--- config.mk ---
export PLATFORM = sky130hd
export DESIGN_NAME = fetch_ctrl_flat
export DESIGN_NICKNAME = d
export VERILOG_FILES = /design/src/rtl/fetch_ctrl_if.sv /design/src/rtl/fetch_ctrl.sv /design/src/flat_wrapper.sv
export SDC_FILE = /design/constraint.sdc
export NUM_CORES = 1
export LEC_CHECK = 0
export ABC_CLOCK_PERIOD_IN_PS = 4400
export CAP_MARGIN = 15
export CORE_MARGIN = 2
export CORE_UTILIZATION = 45
export CTS_CLUSTER_SIZE = 16
export DETAILED_ROUTE_END_ITERATION = 10
export PLACE_DENSITY = 0.95
export SETUP_SLACK_MARGIN = 0.3
export SLEW_MARGIN = 10
export SYNTH_ARGS = -nofsm -noshare
export SYNTH_HDL_FRONTEND = slang
export SYNTH_SLANG_ARGS = --single-unit
--- constraint.sdc ---
create_clock -name clk -period 4.4 [get_ports clk]
set_input_delay 0.66 -clock clk [delete_from_list [all_inputs] [get_ports clk]]
set_output_delay 0.66 -clock clk [all_outputs]
set_load 0.02 [all_outputs]
--- src/rtl/fetch_ctrl_if.sv ---
// rtl/fetch_ctrl_if.sv - instruction memory request/response bundle for fetch_ctrl
interface fetch_ctrl_if #(
    parameter int WIDTH  = 32,
    parameter int INST_W = 32
);
    logic              imem_req;
    logic [WIDTH-1:0]  imem_addr;
    logic              imem_ack;
    logic [INST_W-1:0] imem_rdata;

    modport master (output imem_req, imem_addr, input imem_ack, imem_rdata);
    modport slave  (input imem_req, imem_addr, output imem_ack, imem_rdata);
endinterface

--- src/rtl/fetch_ctrl.sv ---
// rtl/fetch_ctrl.sv - single-outstanding instruction fetch FSM with redirect and stall handling
module fetch_ctrl #(
    parameter int WIDTH  = 32,
    parameter int INST_W = 32
) (
    input  logic              clk,
    input  logic              rstn,
    fetch_ctrl_if.master      mem,
    input  logic [WIDTH-1:0]  pc,
    output logic [WIDTH-1:0]  pc_next,
    output logic              pc_en,
    input  logic              stall,
    input  logic              redirect,
    input  logic [WIDTH-1:0]  redirect_pc,
    output logic [INST_W-1:0] inst,
    output logic              inst_valid
);

    typedef enum logic [1:0] {IDLE, REQ, HOLD, DISCARD} state_t;

    state_t           state;
    logic [WIDTH-1:0] target;
    logic [WIDTH-1:0] pc_inc;
    logic [1:0]       unused_rpc_lo;

    assign target        = {redirect_pc[WIDTH-1:2], 2'b00};
    assign unused_rpc_lo = redirect_pc[1:0];
    assign pc_inc        = pc + WIDTH'(4);

    // PC update is same-cycle so the PC register already holds the new value on the next request
    always_comb begin
        pc_en = 1'b0;
        case (state)
            REQ:           pc_en = redirect | mem.imem_ack;
            HOLD, DISCARD: pc_en = redirect;
            default:       pc_en = 1'b0;
        endcase
    end

    assign pc_next = !pc_en ? '0 : (redirect ? target : pc_inc);

    always_ff @(posedge clk or negedge rstn) begin
        if (!rstn) begin
            state         <= IDLE;
            mem.imem_req  <= 1'b0;
            mem.imem_addr <= '0;
            inst          <= '0;
            inst_valid    <= 1'b0;
        end else begin
            case (state)
                IDLE: begin
                    state         <= REQ;
                    mem.imem_req  <= 1'b1;
                    mem.imem_addr <= '0;
                end
                REQ: begin
                    if (redirect) begin
                        // Without an ack the bus request must complete at its old address
                        if (mem.imem_ack) mem.imem_addr <= target;
                        else              state         <= DISCARD;
                    end else if (mem.imem_ack) begin
                        inst         <= mem.imem_rdata;
                        inst_valid   <= 1'b1;
                        mem.imem_req <= 1'b0;
                        state        <= HOLD;
                    end
                end
                HOLD: begin
                    if (redirect || !stall) begin
                        inst_valid    <= 1'b0;
                        mem.imem_req  <= 1'b1;
                        mem.imem_addr <= redirect ? target : pc;
                        state         <= REQ;
                    end
                end
                DISCARD: begin
                    if (mem.imem_ack) begin
                        mem.imem_addr <= redirect ? target : pc;
                        state         <= REQ;
                    end
                end
                default: state <= IDLE;
            endcase
        end
    end

endmodule

--- src/flat_wrapper.sv ---
// flat-port wrapper written by rule: the top's interface ports become plain ports
module fetch_ctrl_flat 
#(
    parameter int WIDTH  = 32,
    parameter int INST_W = 32
)
  (clk, rstn, pc, pc_next, pc_en, stall, redirect, redirect_pc, inst, inst_valid, mem_imem_req, mem_imem_addr, mem_imem_ack, mem_imem_rdata);
  fetch_ctrl_if #(.WIDTH(WIDTH), .INST_W(INST_W)) mem_i ();
  input  logic clk;
  input  logic rstn;
  input  logic [WIDTH-1:0] pc;
  output logic [WIDTH-1:0] pc_next;
  output logic pc_en;
  input  logic stall;
  input  logic redirect;
  input  logic [WIDTH-1:0] redirect_pc;
  output logic [INST_W-1:0] inst;
  output logic inst_valid;
  output wire logic [$bits(mem_i.imem_req)-1:0] mem_imem_req;
  output wire logic [$bits(mem_i.imem_addr)-1:0] mem_imem_addr;
  input wire logic [$bits(mem_i.imem_ack)-1:0] mem_imem_ack;
  input wire logic [$bits(mem_i.imem_rdata)-1:0] mem_imem_rdata;
  assign mem_imem_req = mem_i.imem_req;
  assign mem_imem_addr = mem_i.imem_addr;
  assign mem_i.imem_ack = mem_imem_ack;
  assign mem_i.imem_rdata = mem_imem_rdata;
  fetch_ctrl #(.WIDTH(WIDTH), .INST_W(INST_W)) u_core (.clk(clk), .rstn(rstn), .mem(mem_i), .pc(pc), .pc_next(pc_next), .pc_en(pc_en), .stall(stall), .redirect(redirect), .redirect_pc(redirect_pc), .inst(inst), .inst_valid(inst_valid));
endmodule
### Word level (Yosys, flattened, before mapping)

Cells that the tools add are included.
Widths: inputs -> output; s select.

| storage, ports and cells | value |
|---|---|
| register bits after elaboration | 68 |
| bits in latches | 0 |
| memory bits (writable) | 0 |
| memory bits (read-only) | 0 |
| input bits | 101 |
| output and inout bits | 99 |
| word-level logic and storage cells | 52 |
| memories kept | 0 |

| cells by class | value |
|---|---|
| add/sub/neg operators | 1 |
| multiply operators | 0 |
| divide/modulo/power cells | 0 |
| order comparisons | 0 |
| eq/ne operators | 10 |
| shifts and indexed selects | 0 |
| mux-type cells | 23 |
| bitwise logic cells | 2 |
| reductions and logical operators | 11 |

Operators by type and width:

| operator | count |
|---|---|
| $mux 32 | 7 |
| $pmux 32 s4 | 1 |
| $add 32x3->32 const B | 1 |
| $reduce_and 4->1 | 4 |
| $mux 2 | 5 |
| $ne 2x2->1 const B | 4 |
| $pmux 2 s4 | 1 |
| $mux 1 | 6 |
| $ne 3x3->1 const B | 2 |
| $eq 2x2->1 const B | 2 |
| $pmux 1 s2 | 2 |
| $pmux 1 s3 | 1 |
| $reduce_and 3->1 | 1 |
| $reduce_bool 3->1 | 1 |
| $eq 2x1->1 const B | 1 |
| $logic_not 2->1 | 1 |
| $ne 2x1->1 const B | 1 |
| $reduce_bool 2->1 | 1 |
| $reduce_or 2->1 | 1 |
| $logic_not 1->1 | 1 |
| $logic_or 1x1->1 | 1 |
| $not 1->1 | 1 |
| $or 1x1->1 | 1 |

### Longest topological paths before layout

Gate-level depths: netlist of the first run.

| depth | value |
|---|---|
| word-level depth | 4 |
| depth in mapped cells | 7 |
| gate-level depth less buffers | 6 |

### Worst setup path after synthesis of the first run

Ideal clock, no wire load.

| path | value |
|---|---|
| kind | input-to-output |
| start point | in pc[2] |
| end point | out pc_next[18] |
| data arrival time | 2.437 ns |
| required time | 3.740 ns |
| path slack | 1.303 ns |
| stages on the path | 6 |
| buffers on the path | 1 |
| path through | ha_1 > nand4_2 > or3_1 > buf_6 > or3_1 > a311oi_1 |

| between the ends | value |
|---|---|
| cells in the longest elaborated chain, start to end | 3 |

RTL lines:

| what | RTL line | RTL |
|---|---|---|
| start: declaration | flat_wrapper.sv:11 | `input logic [WIDTH-1:0] pc;` |
| $add 32x3->32 | fetch_ctrl.sv:28 | `assign pc_inc = pc + WIDTH'(4);` |
| $mux 32 (2 in series) | fetch_ctrl.sv:40 | `assign pc_next = !pc_en ? '0 : (redirect ? target : pc_inc);` |
| end: declaration | flat_wrapper.sv:12 | `output logic [WIDTH-1:0] pc_next;` |

No other way between the ends.

### Final worst setup path of the first run

| path | value |
|---|---|
| start point | in pc[3] |
| end point | out pc_next[28] |

The elaborated chain is that of the path after synthesis.

==> reports/qor.yml, run 1 <==
yosys.cell_count.top_type: "sky130_fd_sc_hd__dfrtp_1"
finish.cell_count_without_fillers: 746
worst-path-max-fanout: 4
clock.fmax_mhz: 253
antenna_cells: 0
power_frac_clock_pct: 22.1
p_total_mw: 2.85
p_comb_share_pct: 45.5
numCtsBuffers: 9
period_needed_ps: 3950
nets: 733
grt_start_max_net_pins: 42
rr_worst_depth: 6
drt_wl_total_microns: 13600
cellPowerDensity_mw_per_mm2: 436
numPlacedInstances: 729
die-area_sq_mm: 0.0101
cts_sinks: 68
post-route-util_pct: 71.2
synth_nets: 548
clkSlewWorstSetupHoldPaths_ps: 80
power_report.internal_total_mw: 1.83
final_min_period_over_clock_period_pct: 89.7
synth_top_area_share_pct: 40.5
synth_commonest_cells: "sky130_fd_sc_hd__dfrtp_1, sky130_fd_sc_hd__nor2_1, sky130_fd_sc_hd__mux2_2"
startpoint_type: "input pin"
swShare_pct: 35.8
grt_use_total_pct: 26.9
netlist-cell-type-count: 42
drt-vias-per-instance: 5.60
number_of_antenna_violations_at_the_first_check_in_global_routing: 0
total_core_area_sq_mm: 0.00915
drt_iter0_markers: 267
timing_worst_setup_path_type: "in -> out"
postSynth.topFlopCell: "sky130_fd_sc_hd__dfrtp_1"
routed-via-count: 4181
run_status: "completed"
synthesis.area_sq_mm: 0.00420
routabilityCongestion: 0.847
core.rowCount: 35
slew-limit-headroom_pct: 52.0
fin_skew_ps: 9.65
cts_htree_levels: 3
io_pins: 200
grt_pass1_wl_microns: 21600
synthesis.instances: 446
final_hold_vio_count: 0
vdd_ir_drop_max_uv: 250
timing.setup.tns_ps: 0
ctsRootBufferMaster: "sky130_fd_sc_hd__clkbuf_8"
count_of_flip_flops_with_a_built_in_enable_after_synthesis: 0
worstPathRequired_ps: 3740
insertion_delay_ps: 330
maxCapViolCount: 0
critPathArrivalTime_ps: 3290
final_antenna_net_count: 0
setup_viol_count_final: 0
unrepaired_setup_endpoints_after_global_routing: "false"
detail_route.first_pass.iterations: 4
synth_largest_area_cell: "sky130_fd_sc_hd__dfrtp_1"
timing_max_transition_violations_final: 0
power.sequential.fraction_pct: 32.5
crit_path_end_kind: "output pin"
async_flop_share_pct: 100
placed_wire_length_estimate_after_detailed_placement_microns: 10200
post_synth_main_area_contributors: "sky130_fd_sc_hd__dfrtp_1, sky130_fd_sc_hd__mux2_2, sky130_fd_sc_hd__nor2_1, sky130_fd_sc_hd__a22oi_1, sky130_fd_sc_hd__a21oi_1"
class_of_the_most_critical_hold_timing_path: "in -> async"
die_w_microns: 101
grt-ovfl-total: 0
ctsLongestPathBuffers: 2
fill_cells: 657
seq_total_area_yosys_pct: 40.5
initial_core_util_pct: 45.9
floorplan.die.height_microns: 101
drc: 0
routedWlPerCell_microns: 18.3
layout-drive-gt1-share_pct: 15.9
synthToLayoutAreaGrowth_pct: 55.4
p_switching_mw: 1.02
yosysWarnings: 0
syn_area_per_cell_sq_um: 9.41
number_of_synthesized_register_bits: 68
placement.io_buffers: 197
cts_tree: "done"
max_slew.worst_pin.slew_ps: 720
cellLeakagePower_nw: 2.63
vias_in_the_first_global_route: 4371
## kinds of logic after synthesis
group                    synth area share, %
AO/OA/AOI/OAI                           15.3
XOR/XNOR                                4.80
adder cells (fa/ha/maj)                0.298
buffers and inverters                   4.05
flip-flops                              40.5
multiplexers                            16.9
AND/OR/NAND/NOR                         18.1
## path summary, 6_finish.rpt
path | startpoint | to | slack (ps)
max in group asynchronous | rstn | u_core.inst[3]$_DFFE_PN0P_ | 3000
min in group clk | u_core.inst_valid$_DFFE_PN0P_ | u_core.inst_valid$_DFFE_PN0P_ | 500
setup / recovery | pc[3] | pc_next[28] | 450
hold reg to reg | u_core.inst_valid$_DFFE_PN0P_ | u_core.inst_valid$_DFFE_PN0P_ | 500
setup reg to reg | u_core.state[1]$_DFFE_PN0P_ | u_core.mem.imem_addr[20]$_DFFE_PN0P_ | 1660
hold / removal | rstn | u_core.mem.imem_addr[7]$_DFFE_PN0P_ | 380
## final cells by class
class	instances	area, sq um	share of cell area (%)
clock buffers	9	124	1.90
clock inverters	6	114	1.75
inverters	9	33.8	0.518
multi-input cells	336	2360	36.1
flip-flops and latches	68	1700	26.1
well taps	111	139	2.13
repair buffers	207	2050	31.5
## per-stage QoR
step                cell area, sq um  setup slack (ps)  hold slack [ps]
global route                    6520               340              405
global placement                6240               268              485
floorplan                       4200              1300              364
finish                          6520               452              377
CTS                             6480               331              383
detailed placement              6240               250              481
## registers in the layout (all words and copies together) (netlist names)
name / cells
u_core.inst_valid: 1
u_core.mem.imem_addr: 32
u_core.state: 2
u_core.mem.imem_req: 1
u_core.inst: 32
## metal layers
| metal | wire [microns] | global-route usage (%) | vias to the layer above | part of all wire (%) |
|---|---|---|---|---|
| li1 | - | - | 1974 | - |
| met1 | 5370 | 32.9 | 2001 | 39 |
| met2 | 7100 | 47.5 | 179 | 52 |
| met3 | 854 | 4.72 | 27 | 6.3 |
| met4 | 313 | 9.80 | 0 | 2.3 |
| met5 | 0 | 0 | - | 0 |
## worst max-delay path: stages
cell and delay, ps:
sky130_fd_sc_hd__clkdlybuf4s50_1 530, sky130_fd_sc_hd__ha_1 260, sky130_fd_sc_hd__nand4_2 170, sky130_fd_sc_hd__or2_1 300
sky130_fd_sc_hd__nor4_2 320, sky130_fd_sc_hd__xnor2_1 100, sky130_fd_sc_hd__a211oi_1 240, sky130_fd_sc_hd__clkdlybuf4s50_1 690
## repair_timing
action / 4_1_cts / 5_1_grt
gates resized for setup: 1 / 7
hold buffers: 0 / 0
endpoints found under the setup margin: 5 / 14
pin swaps: 0 / 1
buffers inserted: 0 / 2
## cells in the final DEF (no fill, tap or decap), types with 2 or more instances in the layout
cell,count
sky130_fd_sc_hd__nor2b_1,5
sky130_fd_sc_hd__mux2_2,56
sky130_fd_sc_hd__xnor2_1,11
sky130_fd_sc_hd__dfrtp_1,68
sky130_fd_sc_hd__a211oi_1,13
sky130_fd_sc_hd__nand2_1,24
sky130_fd_sc_hd__nor4_1,2
sky130_fd_sc_hd__o21ai_0,13
sky130_fd_sc_hd__bufinv_16,3
sky130_fd_sc_hd__dlymetal6s2s_1,6
sky130_fd_sc_hd__nand3_1,14
sky130_fd_sc_hd__a211oi_2,4
sky130_fd_sc_hd__clkbuf_8,9
sky130_fd_sc_hd__nor4_2,5
sky130_fd_sc_hd__nor2_1,63
sky130_fd_sc_hd__a22oi_1,28
sky130_fd_sc_hd__nand4_1,7
sky130_fd_sc_hd__mux2i_1,8
sky130_fd_sc_hd__nor3_1,2
sky130_fd_sc_hd__and3_1,7
sky130_fd_sc_hd__and2_1,5
sky130_fd_sc_hd__buf_4,10
sky130_fd_sc_hd__a21oi_1,35
sky130_fd_sc_hd__inv_1,8
sky130_fd_sc_hd__clkinvlp_4,2
sky130_fd_sc_hd__buf_2,2
sky130_fd_sc_hd__clkdlybuf4s50_1,189
sky130_fd_sc_hd__nand2b_1,3
sky130_fd_sc_hd__xor2_1,12
## power groups by stage
stage               Clock, mW  Combinational, mW  Sequential, mW
global route            0.664               1.37           0.948
floorplan                   0              0.403            1.15
global placement            0               1.27           0.923
detailed placement          0               1.29           0.936
finish                  0.628               1.29           0.924
CTS                     0.638               1.30           0.924
Note: power is estimated with default switching activity, not from simulation.
==> run 2, diff against run 1 <==
--- a/config.mk
+++ b/config.mk
@@ -7,9 +7,10 @@
 export LEC_CHECK = 0
 export ABC_CLOCK_PERIOD_IN_PS = 4400
 export CAP_MARGIN = 15
+export CORE_ASPECT_RATIO = 1.5
 export CORE_MARGIN = 2
 export CORE_UTILIZATION = 45
-export CTS_CLUSTER_SIZE = 16
+export CTS_CLUSTER_SIZE = 28
 export DETAILED_ROUTE_END_ITERATION = 10
 export PLACE_DENSITY = 0.95
 export SETUP_SLACK_MARGIN = 0.3
==> reports/qor.yml, run 2 (synthesis gave the netlist of run 1 again) <==
placed_wire_length_estimate_after_detailed_placement_microns: 10600  # was 10200 microns
cts_htree_levels: 3  # unchanged
setup_viol_count_final: 0  # unchanged
numCtsBuffers: 9  # unchanged
reg2reg_from: "u_core.state[0]$_DFFE_PN0P_"  # was u_core.state[1]$_DFFE_PN0P_
crit_path_end_kind: "output pin"  # unchanged
wl_met1_microns: 5030  # was 5370 microns
detail_route.first_pass.iterations: 5  # was 4
drt_iter0_markers: 236  # was 267
cts_sinks: 68  # unchanged
critPathArrivalTime_ps: 3320  # was 3290 ps
drt_wl_total_microns: 13800  # was 13600 microns
clkSlewWorstSetupHoldPaths_ps: 50  # was 80 ps
path_cells: "clkdlybuf4s50_1 > nand3_1 > nor4_4 > buf_4 > nor4b_2 > xnor2_1 > a211oi_2 > clkdlybuf4s50_1"  # was clkdlybuf4s50_1 > ha_1 > nand4_2 > or2_1 > nor4_2 > xnor2_1 > a211oi_1 > clkdlybuf4s50_1
layout_common_cells: "sky130_fd_sc_hd__clkdlybuf4s50_1, sky130_fd_sc_hd__dfrtp_1, sky130_fd_sc_hd__nor2_1"  # unchanged
number_of_antenna_violations_at_the_first_check_in_global_routing: 0  # unchanged
grt_use_total_pct: 26.3  # was 26.9%
timing_max_transition_violations_final: 0  # unchanged
ctsLongestPathBuffers: 2  # unchanged
max_slew.worst_pin.slew_ps: 814  # was 720 ps
class_of_the_most_critical_hold_timing_path: "in -> async"  # unchanged
cellPowerDensity_mw_per_mm2: 443  # was 436 mW/mm^2
met2_wirelength_microns: 7210  # was 7100 microns
crit_top_cell: "sky130_fd_sc_hd__clkdlybuf4s50_1"  # unchanged
die_w_microns: 82.9  # was 101 microns
wl_met3_microns: 796  # was 854 microns
vias_in_the_first_global_route: 4216  # was 4371
die-area_sq_mm: 0.0101  # about the same
mostFrequentLayoutCell: "sky130_fd_sc_hd__clkdlybuf4s50_1"  # unchanged
period_needed_ps: 3980  # was 3950 ps
worst-path-max-fanout: 8  # was 4
drt-vias-per-instance: 5.68  # was 5.60
slew-limit-headroom_pct: 45.8  # was 52.0%
regToRegSetupSlack_ps: 1900  # was 1660 ps
final_antenna_net_count: 0  # unchanged
insertion_delay_ps: 330  # about the same
worstPathRequired_ps: 3740  # about the same
grt-ovfl-total: 0  # unchanged
initial_core_util_pct: 45.9  # about the same
nets: 734  # was 733
final_min_period_over_clock_period_pct: 90.4  # was 89.7%
drc: 0  # unchanged
timing_worst_setup_path_type: "in -> out"  # unchanged
routed.top_layer: "met4"  # unchanged
total_core_area_sq_mm: 0.00915  # about the same
io_pins: 200  # unchanged
routed-via-count: 4248  # was 4181
grt_start_max_net_pins: 41  # was 42
rr_worst_depth: 5  # was 6
run_status: "completed"  # unchanged
fin_skew_ps: 2.76  # was 9.65 ps
synthToLayoutAreaGrowth_pct: 56.8  # was 55.4%
placement.io_buffers: 197  # unchanged
timing.setup.tns_ps: 0  # unchanged
timing.critical_path.slowest_cell_delay_ps: 640  # was 690 ps
regToRegEndpoint: "u_core.inst[13]$_DFFE_PN0P_"  # was u_core.mem.imem_addr[20]$_DFFE_PN0P_
core.rowCount: 43  # was 35
clock.fmax_mhz: 251  # was 253 MHz
hold_ws_ps: 421  # was 377 ps
post-route-util_pct: 71.9  # was 71.2%
floorplan.die.height_microns: 122  # was 101 microns
ctsRootBufferMaster: "sky130_fd_sc_hd__clkbuf_16"  # was sky130_fd_sc_hd__clkbuf_8
routedWlPerCell_microns: 18.4  # was 18.3 microns
unrepaired_setup_endpoints_after_global_routing: "false"  # unchanged
maxCapViolCount: 0  # unchanged
final_hold_vio_count: 0  # unchanged
grt_pass1_wl_microns: 21200  # was 21600 microns
layout-drive-gt1-share_pct: 15.9  # about the same
reg.largest.list: "u_core.inst (32), u_core.mem.imem_addr (32), u_core.state (2)"  # unchanged
antenna_cells: 0  # unchanged
cellLeakagePower_nw: 2.66  # was 2.63 nW
vdd_ir_drop_max_uv: 354  # was 250 uV
startpoint_type: "input pin"  # unchanged
crit_path_top_delay_cell: "sky130_fd_sc_hd__clkdlybuf4s50_1"  # unchanged
cts_tree: "done"  # unchanged
routabilityCongestion: 0.945  # was 0.847
-- run 2: cell count changes in the layout (fill, tap and decap cells not counted), sizes merged --
cell      change
buf           +1
clkbuf        +5
clkinvlp      -2
bufinv        -3
-- run 2: layer usage --
metal | track usage, % | up-vias
met5 | 0 | -
li1 | - | 1973
met4 | 15.5 | 0
met3 | 4.71 | 57
met1 | 29.6 | 2007
met2 | 46.8 | 211
-- run 2: metrics by stage --
stage	instance area [sq um]	instances	setup WS [ps]	total power, mW
after floorplan	4200	446	1300	1.55
after global placement	6250	731	262	2.20
after detailed placement	6250	731	236	2.24
after CTS	6540	746	324	2.94
after global routing	6580	748	303	3.05
final	6580	748	423	2.91
-- run 2: worst max path at each step --
stage / from / end / slack (ps) / depth (start not counted)
3_3_place_gp: pc[3] / pc_next[26] / 260 / 8
5_1_grt: pc[4] / pc_next[29] / 300 / 8
3_5_place_dp: pc[2] / pc_next[20] / 240 / 8
4_1_cts: pc[12] / pc_next[29] / 320 / 7
2_1_floorplan: pc[2] / pc_next[18] / 1300 / 6
6_report: pc[4] / pc_next[29] / 420 / 8
-- run 2: what timing repair did --
| item | 4_1_cts | 5_1_grt |
|---|---|---|
| hold buffers | 0 | 0 |
| buffers inserted | 0 | 2 |
| pin swaps | 0 | 1 |
| endpoints found under the setup margin | 6 | 12 |
| gates resized for setup | 1 | 7 |
-- run 2: power by group --
part	internal [mW]	total (mW)	switching, mW	leakage [nW]
combinational	0.642	1.31	0.666	1.73
clock	0.439	0.681	0.243	0.145
sequential	0.814	0.924	0.110	0.788
-- run 2: area by class of cell --
| cell class | instances | area (sq um) |
|---|---|---|
| timing repair buffer | 208 | 2060 |
| multi-input combinational | 336 | 2360 |
| inverter | 9 | 33.8 |
| fill | 661 | 2570 |
| tap | 112 | 140 |
| clock inverter | 1 | 5.00 |
| sequential | 68 | 1700 |
| clock buffer | 14 | 284 |
-- run 2: critical path: cells and delay by family --
kind / cells / cell delay [ps]
simple gates: 3 / 840
buf+inv: 3 / 1470
xor+xnor: 1 / 120
compound gates: 1 / 210
==> run 3, diff against run 2 <==
--- a/config.mk
+++ b/config.mk
@@ -6,7 +6,7 @@
 export NUM_CORES = 1
 export LEC_CHECK = 0
 export ABC_CLOCK_PERIOD_IN_PS = 4400
-export CAP_MARGIN = 15
+export CAP_MARGIN = 20
 export CORE_ASPECT_RATIO = 1.5
 export CORE_MARGIN = 2
 export CORE_UTILIZATION = 45
==> results of run 3 <==
No change in the layout: final DEF, timing and power equal those of run 2.
